`config.mk`:
```
export PLATFORM = sky130hd
export DESIGN_NAME = shift_seq_ctrl_flat
export DESIGN_NICKNAME = d
export VERILOG_FILES = /design/src/rtl/shift_seq_ctrl_pkg.sv /design/src/rtl/shift_seq_ctrl_if.sv /design/src/rtl/shift_seq_ctrl_step.sv /design/src/rtl/shift_seq_ctrl.sv /design/src/flat_wrapper.sv
export SDC_FILE = /design/constraint.sdc
export NUM_CORES = 1
export LEC_CHECK = 0
export BUFFER_PORTS_ARGS = -buffer_cell sky130_fd_sc_hd__buf_2
export CAP_MARGIN = 20
export CORE_MARGIN = 5
export CORE_UTILIZATION = 48
export DETAILED_ROUTE_END_ITERATION = 8
export MAX_ROUTING_LAYER = met4
export PLACE_DENSITY_LB_ADDON = 0.1
export SKIP_LAST_GASP = 1
export SYNTH_ARGS = -nofsm -noshare
export SYNTH_HDL_FRONTEND = slang
export SYNTH_SLANG_ARGS = --single-unit
```
`constraint.sdc`:
```
create_clock -name clk -period 1.95 [get_ports clk]
set_input_delay 0.0975 -clock clk [delete_from_list [all_inputs] [get_ports clk]]
set_output_delay 0.0975 -clock clk [all_outputs]
set_load 0.01 [all_outputs]
```
`src/rtl/shift_seq_ctrl_pkg.sv`:
```
// Shared types for the shift sequencer: shift modes, FSM states and the counter-width helper.
// Purely declarative, so there is no latency or backpressure to describe.
package shift_pkg;

  typedef enum logic [1:0] {
    LSR = 2'b00,
    ASR = 2'b01,
    LSL = 2'b10,
    ROR = 2'b11
  } shift_mode_t;

  typedef enum logic [1:0] {
    IDLE  = 2'd0,
    SHIFT = 2'd1,
    DONE  = 2'd2
  } shift_state_t;

  // The counter must hold both the clamp value (width) and the largest raw rotate amount.
  function automatic int cnt_width(input int width, input int amt_w);
    int max_amt;
    max_amt = (1 << amt_w) - 1;
    if (width > max_amt) max_amt = width;
    return $clog2(max_amt + 1);
  endfunction

endpackage

```
`src/rtl/shift_seq_ctrl_if.sv`:
```
// Request/result bundle between the issuing logic (master) and the shift sequencer (slave).
// start_valid/start_ready handshake; the result is qualified by the one-cycle done pulse.
interface shift_seq_ctrl_if #(
  parameter int WIDTH = 4,
  parameter int AMT_W = 3
);
  logic             start_valid;
  logic             start_ready;
  logic [WIDTH-1:0] din;
  logic [AMT_W-1:0] amt;
  logic [1:0]       mode;
  logic [WIDTH-1:0] dout;
  logic             done;
  logic             busy;

  modport master (
    output start_valid, din, amt, mode,
    input  start_ready, dout, done, busy
  );

  modport slave (
    input  start_valid, din, amt, mode,
    output start_ready, dout, done, busy
  );
endinterface

```
`src/rtl/shift_seq_ctrl_step.sv`:
```
// One-bit combinational shift step (LSR/ASR/LSL, plus ROR when SHIFT_ROTATE_EN is defined).
// Zero latency and no handshake; the sequencer registers the result.
module shift_step
  import shift_pkg::*;
#(
  parameter int WIDTH = 4
) (
  input  logic [WIDTH-1:0] in,
  input  shift_mode_t      mode,
  output logic [WIDTH-1:0] out
);

  always_comb begin
    out = {1'b0, in[WIDTH-1:1]};
    case (mode)
      ASR:     out = {in[WIDTH-1], in[WIDTH-1:1]};
      LSL:     out = {in[WIDTH-2:0], 1'b0};
`ifdef SHIFT_ROTATE_EN
      ROR:     out = {in[0], in[WIDTH-1:1]};
`endif
      default: out = {1'b0, in[WIDTH-1:1]};
    endcase
  end

endmodule

```
`src/rtl/shift_seq_ctrl.sv`:
```
// Multi-cycle shift sequencer: n = effective amount, done pulses n+2 cycles after acceptance.
// start_ready only in IDLE; requests while busy are dropped, not queued. Rotate gated by SHIFT_ROTATE_EN.
module shift_seq_ctrl
  import shift_pkg::*;
#(
  parameter int WIDTH = 4,
  parameter int AMT_W = 3
) (
  input logic              clk,
  input logic              rst_n,
  shift_seq_ctrl_if.slave  bus
);

  localparam int CNT_W = cnt_width(WIDTH, AMT_W);

  localparam logic [1:0] S_IDLE  = IDLE;
  localparam logic [1:0] S_SHIFT = SHIFT;
  localparam logic [1:0] S_DONE  = DONE;

  logic [1:0]       r_state;
  logic [CNT_W-1:0] r_cnt;
  logic [WIDTH-1:0] r_dout;
  shift_mode_t      r_mode;

  shift_mode_t      w_mode;
  logic [CNT_W-1:0] w_amt_ext;
  logic [CNT_W-1:0] w_eff;
  logic [WIDTH-1:0] w_step;

  // Without rotate support, mode 11 is folded onto logical right before it is latched.
  always_comb begin
`ifdef SHIFT_ROTATE_EN
    w_mode = shift_mode_t'(bus.mode);
`else
    w_mode = (bus.mode == 2'b11) ? LSR : shift_mode_t'(bus.mode);
`endif
    w_amt_ext = CNT_W'(bus.amt);
    w_eff     = w_amt_ext;
    if ((w_mode != ROR) && (w_amt_ext > CNT_W'(WIDTH))) w_eff = CNT_W'(WIDTH);
  end

  shift_step #(.WIDTH(WIDTH)) u_step (
    .in   (r_dout),
    .mode (r_mode),
    .out  (w_step)
  );

  always_ff @(posedge clk or negedge rst_n) begin
    if (!rst_n) begin
      r_state <= S_IDLE;
      r_cnt   <= '0;
      r_dout  <= '0;
      r_mode  <= LSR;
    end else begin
      case (r_state)
        S_IDLE: begin
          if (bus.start_valid) begin
            r_dout  <= bus.din;
            r_mode  <= w_mode;
            r_cnt   <= w_eff;
            r_state <= S_SHIFT;
          end
        end
        S_SHIFT: begin
          if (r_cnt != '0) begin
            r_dout <= w_step;
            r_cnt  <= r_cnt - CNT_W'(1);
          end else begin
            r_state <= S_DONE;
          end
        end
        S_DONE:  r_state <= S_IDLE;
        default: r_state <= S_IDLE;
      endcase
    end
  end

  assign bus.start_ready = (r_state == S_IDLE);
  assign bus.busy        = (r_state != S_IDLE);
  assign bus.done        = (r_state == S_DONE);
  assign bus.dout        = r_dout;

endmodule
```
`src/flat_wrapper.sv`:
```
// flat-port wrapper written by rule: the top's interface ports become plain ports
module shift_seq_ctrl_flat import shift_pkg::*;
#(
  parameter int WIDTH = 4,
  parameter int AMT_W = 3
)
  (clk, rst_n, bus_start_valid, bus_din, bus_amt, bus_mode, bus_start_ready, bus_dout, bus_done, bus_busy);
  shift_seq_ctrl_if #(.WIDTH(WIDTH), .AMT_W(AMT_W)) bus_i ();
  input logic clk;
  input logic rst_n;
  input wire logic [$bits(bus_i.start_valid)-1:0] bus_start_valid;
  input wire logic [$bits(bus_i.din)-1:0] bus_din;
  input wire logic [$bits(bus_i.amt)-1:0] bus_amt;
  input wire logic [$bits(bus_i.mode)-1:0] bus_mode;
  output wire logic [$bits(bus_i.start_ready)-1:0] bus_start_ready;
  output wire logic [$bits(bus_i.dout)-1:0] bus_dout;
  output wire logic [$bits(bus_i.done)-1:0] bus_done;
  output wire logic [$bits(bus_i.busy)-1:0] bus_busy;
  assign bus_i.start_valid = bus_start_valid;
  assign bus_i.din = bus_din;
  assign bus_i.amt = bus_amt;
  assign bus_i.mode = bus_mode;
  assign bus_start_ready = bus_i.start_ready;
  assign bus_dout = bus_i.dout;
  assign bus_done = bus_i.done;
  assign bus_busy = bus_i.busy;
  shift_seq_ctrl #(.WIDTH(WIDTH), .AMT_W(AMT_W)) u_core (.clk(clk), .rst_n(rst_n), .bus(bus_i));
endmodule
```
==> flow_results.org <==
** Status
- The flow ran to the end, and the final reports show no timing, DRC or antenna violations.

** Timing
- Worst slew margin :: 79.3%
- Final-report hold violation count :: 0
- For this run, the top clock speed supported by timing is 624 MHz.
- Setup repair after global routing left no endpoint under its margin.
- For the final database, setup skew stands at 6.48 ps.
- In the finished design, the share of the clock period the worst path needs comes to 82.2%.
- After layout, the minimum clock period comes to 1600 ps.
- Final setup viols :: 0
- Summed negative setup slack over all endpoints :: 0 ps
- For the pin with the worst max-slew slack, the measured transition is 311 ps.
- Final Max Slew Viols :: 0

** Clock network
- Buffers added to address setup during post-CTS repair amount to 0.
- Reg clk slew, reported paths :: 70 ps
- In this run the clock root is driven by a sky130_fd_sc_hd__clkbuf_4.
- Buffers inserted during clock tree synthesis total 3.
- The clock reaches the later pin of the worst-skew pair after 270 ps.
- CTS resizes :: 0
- Clock Sinks :: 11
- Clock H-tree levels :: 1
- Clock buffer depth :: 2
- Buffers inserted to repair hold after CTS numbered 1.
- CTS tree :: built

** Setup path
- FF-to-FF Start :: u_core.r_mode[0]$_DFFE_PN0P_
- Gate family responsible for the most delay along the worst path :: compound AO/OA/AOI/OAI gates
- For the worst setup path, the data required time is 2090 ps.
- Cell-by-cell listing of the critical path :: inv_1 > ha_1 > or2_2 > a221oi_1 > o22ai_1
- CP startpoint :: u_core.r_mode[0]$_DFFE_PN0P_
- Worst reg-to-reg setup slack :: 350 ps
- Data arrives at the worst endpoint at 1740 ps.
- Endpoint of the most critical register-to-register path :: u_core.bus.dout[1]$_DFFE_PN0P_
- Endpoint of the most critical setup path :: u_core.bus.dout[1]$_DFFE_PN0P_
- Kind of launch point of the worst setup path :: flip-flop
- For the worst flop-to-flop path, the logic depth is 5.
- Critical Path Sink Type :: flip-flop
- Counting both buffers and inverters, the worst setup path holds a total of 1.
- In this design, the stage delay of the slowest critical-path cell is 370 ps.
- The setup path with the least slack is of type reg -> reg.
- The largest individual stage delay along the critical path comes from the cell sky130_fd_sc_hd__dfrtp_1.
- Of all nets on the critical path, the largest fanout is 3.
- The critical path crosses 5 cells after its start point.

** Synthesis
- The synthesized design contains 11 register bits.
- Synthesis handed over a netlist of 72 instances.
- For this run, the leading register cell type out of synthesis is sky130_fd_sc_hd__dfrtp_1.
- Synthesis instantiated 24 different standard cells from the library.
- Most frequent cells after synthesis :: sky130_fd_sc_hd__dfrtp_1 (11), sky130_fd_sc_hd__inv_1 (10), sky130_fd_sc_hd__o21ai_0 (7)
- Library cell occupying the most area in the post-synthesis netlist :: sky130_fd_sc_hd__dfrtp_1
- Sequential elements use 42.6% of the synthesized area.
- After synthesis the cells add up to 646 um^2.
- Area share of the largest cell type after synthesis :: 42.6%
- After synthesis, the share of flip-flops with an asynchronous set or reset is 100%.
- Counting every net in the synthesized netlist gives 88.
- Number of warnings reported in the yosys synthesis log :: 0
- Post-synth EDFFs :: 0
- Most frequently used cell type in the post-synthesis netlist :: sky130_fd_sc_hd__dfrtp_1
- Mean area per synthesized cell :: 8.97 um^2
- Ranked by total cell area, the synthesized netlist is headed by sky130_fd_sc_hd__dfrtp_1 (43%), sky130_fd_sc_hd__ha_1 (7.8%), sky130_fd_sc_hd__inv_1 (5.8%), sky130_fd_sc_hd__o21ai_0 (5.4%), sky130_fd_sc_hd__nand2b_1 (3.9%).

** Min path
- The tightest min-delay check is of the in -> reg type.

** Power
- Summed over all cells, the static leakage comes to 0.400 nW.
- Total power density per cell area :: 1650 mW/mm^2
- Across the VDD grid, the largest voltage drop is 0.000973 V.

** Final layout
- Fraction of layout cells with a size suffix above 1 :: 28.4%
- The number of antenna diodes in the final layout is 0.
- Once layout is complete, the utilization of the core stands at 61.5%.
- Number of nets at the end of the flow :: 112
- Compared with the post-synthesis result, the final layout area differs by 22.5%.

** Global routing
- Number of antenna violations at the first check in global routing :: 0
- Entering global routing, the biggest net connects 12 pins.
- The number of global-route vias before repair is 548.
- Across every metal layer, demand over resource in global routing totals 15.7%.
- Overflow left after global routing :: 0
- Wire length of the first global-routing pass :: 2240 um

** Route
- After detailed routing, the met3 layer carries 117 um of wire.
- Detailed-routed wire length on met2 :: 609 um
- Sum of routed wire segments on met1 :: 584 um
- Dividing the detail-routed via count by the number of cells gives 5.23.
- The detailed router placed 575 vias in this run.
- WL final :: 1330 um
- First-pass DRT Iterations :: 4
- After detailed routing, no signal wire sits above met4.
- The first routing iteration left 6 violations.
- After detailed routing, the average wire length per cell comes to 12.1 um.
- The count of nets left with antenna violations once routing finished came out at 0.
- In the routed design, unresolved DRC markers number 0.

** Placement
- RePlAce Congestion :: 0.803
- Post-DP HPWL :: 1040 um
- Number of I/O port buffers :: 18

** Floorplanning
- The die is 46.7 um wide.
- For this configuration, the core starts out at a cell density of 50.2%.
- Standard-cell rows :: 13
- Pin placement for this block handled 19 I/O pins.
- Area enclosed by the die boundary :: 0.00218 mm^2
- The region available for standard cell placement spans 0.00128 mm^2.
- The die is 46.7 um tall.

** Run
- Across the run, the number of max-cap violations was 0.
-- sequential cells by signal, indices dropped and copies added (netlist names) --
name / cells
u_core.bus.dout: 4
u_core.r_cnt: 3
u_core.r_mode: 2
u_core.r_state: 2
-- cells by family after synthesis --
kind of cell | after synthesis | share of synthesized area (%)
AOI/OAI and AO/OA | 21 | 21.7
buffers and inverters | 12 | 8.14
and+or+nand+nor | 24 | 19.8
adders and majority gates | 4 | 7.75
DFF | 11 | 42.6
-- metrics by stage --
stage | hold WS, ps | instances | instance area (um^2) | setup WS [ps] | total power, mW
6_report | 97.3 | 110 | 791 | 347 | 1.30
5_1_grt | 86.5 | 110 | 791 | 243 | 1.45
4_1_cts | 92.3 | 110 | 791 | 342 | 1.32
3_5_place_dp | -20.5 | 105 | 754 | 347 | 1.16
3_3_place_gp | -20.6 | 105 | 754 | 409 | 1.14
2_1_floorplan | -198 | 72 | 646 | 452 | 0.962
-- report_power, final --
part	switching (mW)	leakage, nW	internal, mW
clock	0.0707	0.0150	0.0791
sequential	0.0923	0.135	0.339
combinational	0.396	0.250	0.325
total	0.559	0.400	0.744
-- area by class of cell --
cell class,count,area [um^2]
clock buffer,4,26.3
fill,119,494
timing repair buffer,21,115
sequential,11,275
tap,15,18.8
multi-input combinational,49,318
inverter,10,37.5
-- tightest hold or removal path, delay by kind of cell --
kind,cells,cell delay [ps]
buf+inv,1,100
simple gates,1,60
compound gates,1,70
-- cells in the final DEF, fill, tap and decap left out, types with 2 or more instances in the layout --
cell type / netlist / routed
sky130_fd_sc_hd__buf_2: 0 / 18
sky130_fd_sc_hd__dfrtp_1: 11 / 11
sky130_fd_sc_hd__inv_1: 10 / 10
sky130_fd_sc_hd__o21ai_0: 7 / 7
sky130_fd_sc_hd__nor2_1: 6 / 6
sky130_fd_sc_hd__nand2b_1: 4 / 4
sky130_fd_sc_hd__nand2_1: 4 / 4
sky130_fd_sc_hd__a21oi_1: 4 / 4
sky130_fd_sc_hd__ha_1: 4 / 4
sky130_fd_sc_hd__and2b_1: 3 / 3
sky130_fd_sc_hd__clkbuf_4: 0 / 3
sky130_fd_sc_hd__nand3_1: 2 / 2
sky130_fd_sc_hd__a31oi_1: 2 / 2
sky130_fd_sc_hd__a221oi_1: 2 / 2
sky130_fd_sc_hd__o22ai_1: 2 / 2
sky130_fd_sc_hd__buf_4: 0 / 2
-- layer usage --
metal  GRT usage (%)  vias to the layer above
met1            19.1                      257
met5               -                        -
li1                -                      295
met2            22.5                       19
met4            7.18                        0
met3            6.25                        4
-- worst min-delay path by stage --
| stage | from | endpoint | slack (ps) | cells past startpoint |
|---|---|---|---|---|
| 2_1_floorplan | rst_n | u_core.bus.dout[0]$_DFFE_PN0P_ | -200 | 0 |
| 3_3_place_gp | rst_n | u_core.bus.dout[3]$_DFFE_PN0P_ | -20 | 1 |
| 3_5_place_dp | rst_n | u_core.bus.dout[3]$_DFFE_PN0P_ | -20 | 1 |
| 4_1_cts | bus_din[0] | u_core.bus.dout[0]$_DFFE_PN0P_ | 90 | 3 |
| 5_1_grt | bus_din[0] | u_core.bus.dout[0]$_DFFE_PN0P_ | 90 | 3 |
| 6_report | bus_din[0] | u_core.bus.dout[0]$_DFFE_PN0P_ | 100 | 3 |
No activity file was read; power rests on OpenSTA's default activity.
